[config.mk]
export PLATFORM = sky130hd
export DESIGN_NAME = serial_frame_receiver
export DESIGN_NICKNAME = d
export VERILOG_FILES = /design/src/rtl/serial_frame_receiver_pkg.sv /design/src/rtl/serial_frame_regfile.sv /design/src/rtl/serial_frame_receiver.sv
export SDC_FILE = /design/constraint.sdc
export NUM_CORES = 1
export LEC_CHECK = 0
export ABC_AREA = 1
export CAP_MARGIN = 15
export CORE_AREA = 2 2 131 133
export DETAILED_ROUTE_END_ITERATION = 8
export DIE_AREA = 0 0 133 135
export PLACE_DENSITY = 0.47
export SLEW_MARGIN = 20
export SYNTH_ARGS = -nofsm -noshare
export SYNTH_HDL_FRONTEND = slang
export SYNTH_SLANG_ARGS = --single-unit
[constraint.sdc]
create_clock -name clk -period 3.2 [get_ports clk]
set_clock_uncertainty 0.15 [all_clocks]
set_input_delay 0.32 -clock clk [delete_from_list [all_inputs] [get_ports clk]]
set_output_delay 0.32 -clock clk [all_outputs]
set_load 0.01 [all_outputs]
[src/rtl/serial_frame_receiver_pkg.sv]
// Shared definitions for the serial frame path: FSM states, error codes and
// default field widths used by both the serializer and the receiver.
package serial_frame_receiver_pkg;

   localparam int ADDR_W_DEF = 4;
   localparam int DATA_W_DEF = 4;
   localparam int CNT_W_DEF  = 8;

   typedef enum logic [2:0] {
      S_RESYNC  = 3'd0,
      S_IDLE    = 3'd1,
      S_SHIFT   = 3'd2,
      S_END     = 3'd3,
      S_OVERRUN = 3'd4
   } state_t;

   localparam logic [1:0] ERR_NONE  = 2'b00;
   localparam logic [1:0] ERR_SHORT = 2'b01;
   localparam logic [1:0] ERR_LONG  = 2'b10;

   // Width needed to hold a bit count from 0 up to and including n.
   function automatic int count_width(input int n);
      return (n < 1) ? 1 : $clog2(n + 1);
   endfunction

endpackage

[src/rtl/serial_frame_regfile.sv]
// 2**ADDR_W x DATA_W register file: one write port, one registered read port,
// asynchronous clear of every entry.
module serial_frame_regfile #(
   parameter int ADDR_W = 4,
   parameter int DATA_W = 4
) (
   input  logic              clk,
   input  logic              rst_n,
   input  logic              wr_en,
   input  logic [ADDR_W-1:0] wr_addr,
   input  logic [DATA_W-1:0] wr_data,
   input  logic [ADDR_W-1:0] rd_addr,
   output logic [DATA_W-1:0] rd_data
);

   localparam int DEPTH = 1 << ADDR_W;

   logic [DATA_W-1:0] mem [DEPTH];

   // NOTE: the array is cleared by reset, so it must be flops rather than a
   // RAM macro; acceptable at this depth and required for a known power-up state.
   always_ff @(posedge clk or negedge rst_n) begin
      if (!rst_n) begin
         for (int i = 0; i < DEPTH; i++) begin
            mem[i] <= '0;
         end
         rd_data <= '0;
      end else begin
         if (wr_en) begin
            mem[wr_addr] <= wr_data;
         end
         // NOTE: non-blocking update means a same-cycle read of wr_addr sees
         // the old contents (read-before-write).
         rd_data <= mem[rd_addr];
      end
   end

endmodule

[src/rtl/serial_frame_receiver.sv]
// Rebuilds {addr,data} words from the serializer's bit stream, checks frame
// length, commits good words to the register file and the parallel bus.
module serial_frame_receiver
   import serial_frame_receiver_pkg::*;
#(
   parameter int ADDR_W = ADDR_W_DEF,
   parameter int DATA_W = DATA_W_DEF,
   parameter int CNT_W  = CNT_W_DEF
) (
   input  logic              clk,
   input  logic              rst_n,
   input  logic              ser_frame,
   input  logic              ser_data,
   output logic              out_clk,
   output logic [ADDR_W-1:0] out_addr,
   output logic [DATA_W-1:0] out_data,
   output logic              frame_err,
   output logic [1:0]        err_code,
   output logic [CNT_W-1:0]  frame_cnt,
   input  logic [ADDR_W-1:0] rd_addr,
   output logic [DATA_W-1:0] rd_data
);

   localparam int FRAME_W   = ADDR_W + DATA_W;
   localparam int BIT_CNT_W = count_width(FRAME_W);
   localparam logic [BIT_CNT_W-1:0] LAST_CNT = BIT_CNT_W'(FRAME_W - 1);

   state_t               state;
   logic [FRAME_W-1:0]   shift_reg;
   logic [BIT_CNT_W-1:0] bit_cnt;

   logic [ADDR_W-1:0] word_addr;
   logic [DATA_W-1:0] word_data;
   logic              commit;

   assign word_addr = shift_reg[FRAME_W-1:DATA_W];
   assign word_data = shift_reg[DATA_W-1:0];
   // Memory write shares the commit edge with the output registers.
   assign commit    = (state == S_END) && !ser_frame;

   always_ff @(posedge clk or negedge rst_n) begin
      if (!rst_n) begin
         state     <= S_RESYNC;
         shift_reg <= '0;
         bit_cnt   <= '0;
         out_clk   <= 1'b0;
         out_addr  <= '0;
         out_data  <= '0;
         frame_err <= 1'b0;
         err_code  <= ERR_NONE;
         frame_cnt <= '0;
      end else begin
         // NOTE: strobes default low every cycle so each branch only raises them;
         // this keeps them single-cycle without per-state clearing.
         out_clk   <= 1'b0;
         frame_err <= 1'b0;

         case (state)
            S_RESYNC: begin
               if (!ser_frame) begin
                  state <= S_IDLE;
               end
            end

            S_IDLE: begin
               if (ser_frame) begin
                  shift_reg <= {shift_reg[FRAME_W-2:0], ser_data};
                  bit_cnt   <= BIT_CNT_W'(1);
                  state     <= S_SHIFT;
               end
            end

            S_SHIFT: begin
               if (ser_frame) begin
                  shift_reg <= {shift_reg[FRAME_W-2:0], ser_data};
                  bit_cnt   <= bit_cnt + BIT_CNT_W'(1);
                  if (bit_cnt == LAST_CNT) begin
                     state <= S_END;
                  end
               end else begin
                  frame_err <= 1'b1;
                  err_code  <= ERR_SHORT;
                  bit_cnt   <= '0;
                  state     <= S_IDLE;
               end
            end

            S_END: begin
               if (!ser_frame) begin
                  out_clk   <= 1'b1;
                  out_addr  <= word_addr;
                  out_data  <= word_data;
                  frame_cnt <= frame_cnt + CNT_W'(1);
                  bit_cnt   <= '0;
                  state     <= S_IDLE;
               end else begin
                  state <= S_OVERRUN;
               end
            end

            S_OVERRUN: begin
               if (!ser_frame) begin
                  frame_err <= 1'b1;
                  err_code  <= ERR_LONG;
                  bit_cnt   <= '0;
                  state     <= S_IDLE;
               end
            end

            default: state <= S_RESYNC;
         endcase
      end
   end

   serial_frame_regfile #(
      .ADDR_W (ADDR_W),
      .DATA_W (DATA_W)
   ) u_regfile (
      .clk     (clk),
      .rst_n   (rst_n),
      .wr_en   (commit),
      .wr_addr (word_addr),
      .wr_data (word_data),
      .rd_addr (rd_addr),
      .rd_data (rd_data)
   );

endmodule
# After elaboration in Yosys (flattened, before gate mapping)
# Index checks and enable logic that the tools add are counted.
# classes
reduce_logical	15
bitwise	3
add_sub_neg	2
mux	22
eq_ne	11
magnitude_cmp	3
# op_table
cell	count
64-bit bitwise mux	1
4-bit two-way mux	6
4-bit binary-select mux with 4-bit select	1
4-bit demux with 4-bit select	1
3-bit two-way mux	5
3-bit one-hot mux with 4 select lines	1
4-bit one-hot mux with 3 select lines	1
5-bit >= comparator (second input constant)	2
2-bit inequality test (second input constant)	5
4-bit NOT with 5-bit output	2
3-bit AND reduction	3
8-bit by 1-bit adder with 8-bit output (second input constant)	1
2-bit OR reduction	4
3-bit by 2-bit == test with 1-bit output (second input constant)	2
5-bit by 1-bit less-than comparator with 1-bit output (second input constant)	1
4-bit by 1-bit adder with 4-bit output (second input constant)	1
4-bit by 3-bit == test with 1-bit output (second input constant)	1
2-bit two-way mux	2
2-bit one-hot mux with 2 select lines	1
2-bit AND reduction	2
3-bit by 1-bit == test with 1-bit output (second input constant)	1
3-bit == test (second input constant)	1
3-bit zero test	1
1-bit two-way mux	3
other kinds (6)	7
# word_totals
register_bits	103
in_bits	8
output_inout_bits	24

# Longest topological paths before layout
# Gate-level depths: netlist of the first run.
# depth
ltp_word	6
ltp_mapped	8
ltp_nobuf	8

# Hierarchy
# A second synthesis of the first run with hierarchy kept.
# unflattened
hier_cells	629
hier_area_um2	4893.4
# by_module_without_submodules
module	area_each_um2	cells_each	instances
serial_frame_regfile	3279.4	440	1
serial_frame_receiver	1614.0	189	1

# Least setup slack after synthesis of the first run
# OpenSTA, ideal clock, no wires.
# synth_path
path_type	flip-flop to flip-flop
start	register state[2]
end	register frame_cnt[5]
path_buffers	1
required_time_ps	2924
path_stages_with_launch	7
t_arrival_ps	1240
setup_slack_ps	1683
path_cell_list	dfrtp_1 -> inv_1 -> nand3_2 -> nor2_8 -> clkbuf_8 -> nand3_1 -> xnor2_1
# synth_via
elab_chain_cells	2
# synth_lines
item	line_no	rtl
start: declaration	serial_frame_receiver.sv:28	state_t state;
start signal: assignment	serial_frame_receiver.sv:43	state <= S_RESYNC;
start signal: assignment	serial_frame_receiver.sv:61	state <= S_IDLE;
start signal: assignment	serial_frame_receiver.sv:69	state <= S_SHIFT;
3-bit by 2-bit == test with 1-bit output	serial_frame_receiver.sv:58	case (state)
2-bit AND reduction (no line)	n/a	
end signal: assignment	serial_frame_receiver.sv:93	frame_cnt <= frame_cnt + CNT_W'(1);
end: declaration	serial_frame_receiver.sv:19	output logic [CNT_W-1:0] frame_cnt,
# Every way passes these cells.
# A chain may end at the register's enable or synchronous reset.

# Worst setup path after layout of the first run
# layout_path
start	input ser_frame
end	register u_regfile.mem[53] in the netlist's numbering
# layout_via
elab_chain_cells	2
# layout_lines
item	line_no	rtl
start: declaration	serial_frame_receiver.sv:12	input logic ser_frame,
1-bit zero test	n/a	
1-bit logical AND	serial_frame_receiver.sv:39	assign commit = (state == S_END) && !ser_frame;
end signal: indexed assignment	serial_frame_regfile.sv:30	mem[wr_addr] <= wr_data;
end: declaration	serial_frame_regfile.sv:18	logic [DATA_W-1:0] mem [DEPTH];
# Every way passes these cells.

==> flow_summary.toml, run 1 <==
[outcome]
status = "finished, final reports clean"

[critical_path]
cp-start-kind = "primary input"
worstSetupPathDepth = 5
crit_family = "buffers and inverters"
cp-end-kind = "flop"
worst_r2r_endpoint = "u_regfile.mem[23]"
path_cells = "clkdlybuf4s50_1, inv_1, nand4_1, nor2_1, o21ai_0"
r2r_slack_ns = 1.32
cpPeakStageDelay_ns = 0.62
reg2reg_depth = 6
criticalPathCategory = "in2reg"
r2r-start = "state[2]"
timing.critical_path.buf_inv = 2
worst_ep_required_time_ns = 3.27
arrival_ns = 2.02
cp_max_fo = 8
cp_slowest_cell = "clkdlybuf4s50_1"

[clocking]
clkSinkCount = 103
cts_buffers = 9
insertion_delay_ns = 0.36
clk_pin_slew_ns = 0.07
tritoncts = "built"
cts_max_level = 3
clockBufferDepth = 2
cts_root_buf = "clkbuf_16"

[synthesis]
async_flop_share = 1.00
syn_nets = 626
ys_seq_area_frac = 0.526
ys.warnings.count = 0
avgSynthCellArea_sq_um = 7.95
ys.flop_type = "dfrtp_1"
syn-cell-area_sq_um = 4900
synth_edf_count = 0
yosys_register_bits = 103
synth_cell_types = 25
netlist_instances = 616

[floorplan]
io_pins = 32
core.rowCount = 47
initial_core_util = 0.299
fp.dieArea_sq_um = 18000
die_h_microns = 135
die_x_microns = 133
core_sq_um = 16400

[grt]
grt_usage = 0.152
antenna_found_initial = 0
grt_overflow_total = 0
grt_max_degree = 86
grt_pass1_vias = 4030
grt_pass1_wl_microns = 21300

[hold_path]
holdCritStartpoint = "u_regfile.mem[58]"
whs_path_depth = 2
hold_end = "u_regfile.mem[58]"
hp-class = "reg2reg"

[sta]
maxSlewHeadroom = 0.460
setup_violations = 0
fin_crit_sh = 0.609
worst_pin_slew_ns = 0.811
finalMaxSlewViolations = 0
setup_ws_ns = 1.25
max_freq_mhz = 513
finalHoldViolCount = 0
tns_ns = 0
rsz0062_at_grt = "no"
min_period_ns = 1.95

[detailed_routing]
wl_microns = 12500
postRouteAntennaNets = 0
drcViolationCount = 0
m1WireLength_microns = 6080
routed.top_layer = "met4"
wl_met2_microns = 5630
wl_met3_microns = 510
vias_per_cell = 4.55
via_count = 3953
drt-initial-drc-count = 299
wire_per_inst_microns = 14.4
drt_pass1_iterations = 5

[power_and_ir_drop]
ir_worst_vdd_mv = 0.416
leakagePower_uw = 0.00273
p_per_area_nw_per_um2 = 710

[finish]
final_nets = 654
final_common_cell = "nand2_1"
final_cell_mix = "nand2_1 (203), dfrtp_1 (103), inv_1 (90)"
n_antenna_cell = 0
largest_register_ffs = 64
drive_gt1_frac = 0.0570
syn_to_final_growth_pct = 16.8

[placed_design]
hpwlAfterDp_microns = 8730
gp_congestion = 0.882
dp_slack_ns = 0.860
numPortBuffers = 31

[job]
cap_violations = 0
==> tightest hold or removal path: cells and delay by family (launching register included) <==
kind	cells	cell delay [ns]
flops	1	0.35
simple gates	2	0.11
==> final cells by class <==
| cell class | instances | area (sq um) |
|---|---|---|
| clock inverter | 5 | 42.5 |
| timing repair buffer | 36 | 352 |
| inverter | 91 | 342 |
| multi-input combinational | 403 | 1890 |
| tap | 220 | 275 |
| fill | 1729 | 10700 |
| sequential | 103 | 2580 |
| clock buffer | 11 | 243 |
==> what timing repair did <==
| item | 4_1_cts | 5_1_grt |
|---|---|---|
| endpoints found under the hold margin | 0 | 83 |
| setup buffers | 0 | 0 |
| hold buffers | 0 | 1 |
| resized for setup | 0 | 0 |
| endpoints found under the setup margin | 0 | 0 |
==> metal layers <==
metal | track usage | up-vias
met5 | 0 | -
met4 | 0.0550 | 0
met3 | 0.0334 | 23
met2 | 0.236 | 100
met1 | 0.210 | 1853
li1 | - | 1977
==> power by group <==
part           switching [uW]  internal [uW]  total, uW  leakage [uW]
registers                 303           1590       1890       0.00117
clock network             510            557       1070      0.000136
logic                     693            410       1100       0.00142
total                    1510           2550       4060       0.00273
==> stage by stage <==
stage,instance area (sq um),utilization,hold WS [ns],cells,power (uW)
after floorplan,4900,-,-0.126,616,2510
after global placement,5420,0.331,0.307,852,3020
after detailed placement,5420,0.331,0.313,852,3020
after CTS,5710,0.348,0.0706,868,4120
after global routing,5720,0.349,0.358,869,4360
final,5720,0.349,0.336,869,4060
==> synthesized netlist by cell type, types with 2 or more instances <==
cell type | number | share of area
o21ai_1 | 4 | 0.0041
inv_1 | 90 | 0.069
nand2_1 | 203 | 0.16
nor2_1 | 20 | 0.015
o21ai_0 | 79 | 0.081
ha_1 | 2 | 0.0051
xnor2_1 | 4 | 0.0072
buf_2 | 5 | 0.0051
nand2_4 | 3 | 0.0069
nor2_4 | 9 | 0.021
dfrtp_1 | 103 | 0.53
xor2_1 | 3 | 0.0054
nand3_1 | 64 | 0.065
clkbuf_1 | 12 | 0.0092
nand4_1 | 5 | 0.0064
==> worst max path at each step <==
stage / to / slack (ns) / from
after floorplan: frame_cnt[5] / 1.68 / state[2]
after global placement: u_regfile.mem[52] / 0.89 / ser_frame
after detailed placement: u_regfile.mem[53] / 0.86 / ser_frame
after CTS: u_regfile.mem[52] / 1.25 / ser_frame
after global routing: u_regfile.mem[54] / 1.04 / ser_frame
final: u_regfile.mem[53] / 1.25 / ser_frame
==> cells by family after synthesis <==
logic type               synth area share
AO/OA/AOI/OAI                      0.0874
XOR/XNOR                           0.0125
adder cells (fa/ha/maj)           0.00511
buffers and inverters              0.0876
flip-flops                          0.526
AND/OR/NAND/NOR                     0.281
Power figures use the tool's default switching activity.
==> inputs of run 2 (changes only) <==
--- a/config.mk
+++ b/config.mk
@@ -10,7 +10,7 @@
 export CORE_AREA = 2 2 131 133
 export DETAILED_ROUTE_END_ITERATION = 8
 export DIE_AREA = 0 0 133 135
-export PLACE_DENSITY = 0.47
+export PLACE_DENSITY = 0.48
 export SLEW_MARGIN = 20
 export SYNTH_ARGS = -nofsm -noshare
 export SYNTH_HDL_FRONTEND = slang
==> constraint.sdc (replaced) <==
create_clock -name clk -period 1.7 [get_ports clk]
set_clock_uncertainty 0.15 [all_clocks]
set_input_delay 0.17 -clock clk [delete_from_list [all_inputs] [get_ports clk]]
set_output_delay 0.17 -clock clk [all_outputs]
set_load 0.01 [all_outputs]
==> run 2 against run 1 <==
Net effect:
- design area grew 7.0%
- setup slack lost 1.2 ns
- critical path depth shrank 4
- count of clock-buffer cells in the layout grew 1
- critical endpoint is now frame_cnt[6]
==> flow_summary.toml, run 2 (same netlist as run 1, synthesis figures left out) <==
[grt]
use_met1 = 0.207
grt-busiest-layer = "met2"
met2_usage = 0.237
grt_pass1_wl_microns = 21200
grt_overflow_total = 0
use_met3 = 0.0375
antenna_found_initial = 0
grt_usage = 0.152
grt_max_degree = 104
grt_pass1_vias = 4051

[critical_path]
cp_max_fo = 4
path_cells = "clkdlybuf4s50_1"
timing.critical_path.buf_inv = 1
reg2reg_depth = 8
criticalPathCategory = "reg2out"
r2r_slack_ns = 0.10
worst_ep_required_time_ns = 1.38
cp-start-kind = "flop"
arrival_ns = 1.32
r2r-start = "state[2]"
worst_r2r_endpoint = "u_regfile.mem[61]"
crit_family = "buffers and inverters"
cp-end-kind = "output pin"
cpPeakStageDelay_ns = 0.56
cp_slowest_cell = "clkdlybuf4s50_1"

[sta]
worst_pin_slew_ns = 0.600
min_period_ns = 1.64
maxSlewHeadroom = 0.600
tns_ns = 0
max_freq_mhz = 609
finalHoldViolCount = 0
rsz0062_at_grt = "yes"
fin_crit_sh = 0.967
finalMaxSlewViolations = 0
setup_violations = 0

[floorplan]
fp.dieArea_sq_um = 18000
die_x_microns = 133
core_sq_um = 16400
io_pins = 32
core.rowCount = 47
initial_core_util = 0.299
die_h_microns = 135

[power_and_ir_drop]
ir_worst_vdd_mv = 0.872
leakagePower_uw = 0.00292
p_per_area_nw_per_um2 = 1350

[outcome]
status = "finished, final reports clean"

[detailed_routing]
wire_per_inst_microns = 14.2
drcViolationCount = 0
wl_microns = 12800
vias_per_cell = 4.52
drt-initial-drc-count = 232
via_count = 4085
drt_pass1_iterations = 4
postRouteAntennaNets = 0

[finish]
n_antenna_cell = 0
final_common_cell = "nand2_1"
stdcell_area_sq_um = 6130
final_nets = 688
drive_gt1_frac = 0.117
largest_register_ffs = 64
final_cell_mix = "nand2_1 (201), dfrtp_1 (101), inv_1 (89)"
syn_to_final_growth_pct = 25.1

[clocking]
clkSinkCount = 103
clockBufferDepth = 2
cts_max_level = 3
cts_root_buf = "clkbuf_16"
insertion_delay_ns = 0.36
tritoncts = "built"
cts_buffers = 9
clk_pin_slew_ns = 0.07

[placed_design]
gp_congestion = 0.838
hpwlAfterDp_microns = 8630
numPortBuffers = 31
place_area_sq_um = 5620

[hold_path]
hp-class = "in2async"

[job]
cap_violations = 0
==> run 2: cell types whose count changed in the layout (fill, tap and decap cells not counted), sizes merged <==
cell      before  now
clkinv         3    1
clkinvlp       1    0
buf            5   39
bufinv         0    2
clkbuf        11   12
==> run 2: metal layers <==
| metal | up-vias | part of all wire |
|---|---|---|
| li1 | 2044 | - |
| met1 | 1965 | 0.49 |
| met2 | 61 | 0.46 |
| met3 | 15 | 0.034 |
| met4 | 0 | 0.013 |
| met5 | - | 0 |
==> run 2: how the worst max path moves through the flow <==
stage	start	cells past startpoint	slack [ns]	end
floorplan	state[2]	6	0.18	frame_cnt[5]
global placement	ser_frame	6	-0.07	u_regfile.mem[21]
detailed placement	rd_addr[1]	7	-0.06	u_regfile.rd_data[1]
CTS	frame_cnt[4]	1	0.01	frame_cnt[4]
global route	state[2]	8	-0.04	u_regfile.mem[37]
finish	frame_cnt[6]	1	0.06	frame_cnt[6]
==> run 2: report_power, final <==
| part | internal (uW) | total, uW | switching (uW) |
|---|---|---|---|
| logic | 1030 | 2680 | 1650 |
| clock network | 1340 | 2280 | 940 |
| registers | 3000 | 3340 | 342 |
| total | 5360 | 8300 | 2930 |
==> run 2: area by class of cell <==
cell class | instances | area (sq um)
Inverter | 91 | 342
Fill cell | 1702 | 10300
Timing Repair Buffer | 70 | 656
Sequential cell | 103 | 2580
Clock inverter | 4 | 77.6
Clock buffer | 12 | 246
Tap cell | 220 | 275
Multi-Input combinational cell | 403 | 1950
==> run 2: what timing repair did <==
action	in CTS	in global routing
endpoints found under the setup margin	0	67
hold endpoints to repair	103	0
hold buffers	1	0
resized for setup	0	24
buffers inserted	0	13
==> run 2: through the flow <==
step | power [uW] | util | std cells | hold slack, ns | setup slack, ns
2_1_floorplan | 4720 | - | 616 | -0.276 | 0.183
3_5_place_dp | 5900 | 0.342 | 873 | 0.137 | -0.0606
5_1_grt | 8860 | 0.373 | 903 | 0.319 | -0.0371
3_3_place_gp | 5870 | 0.342 | 873 | 0.138 | -0.0656
6_report | 8300 | 0.373 | 903 | 0.240 | 0.0567
4_1_cts | 8240 | 0.363 | 890 | 0.294 | 0.0108
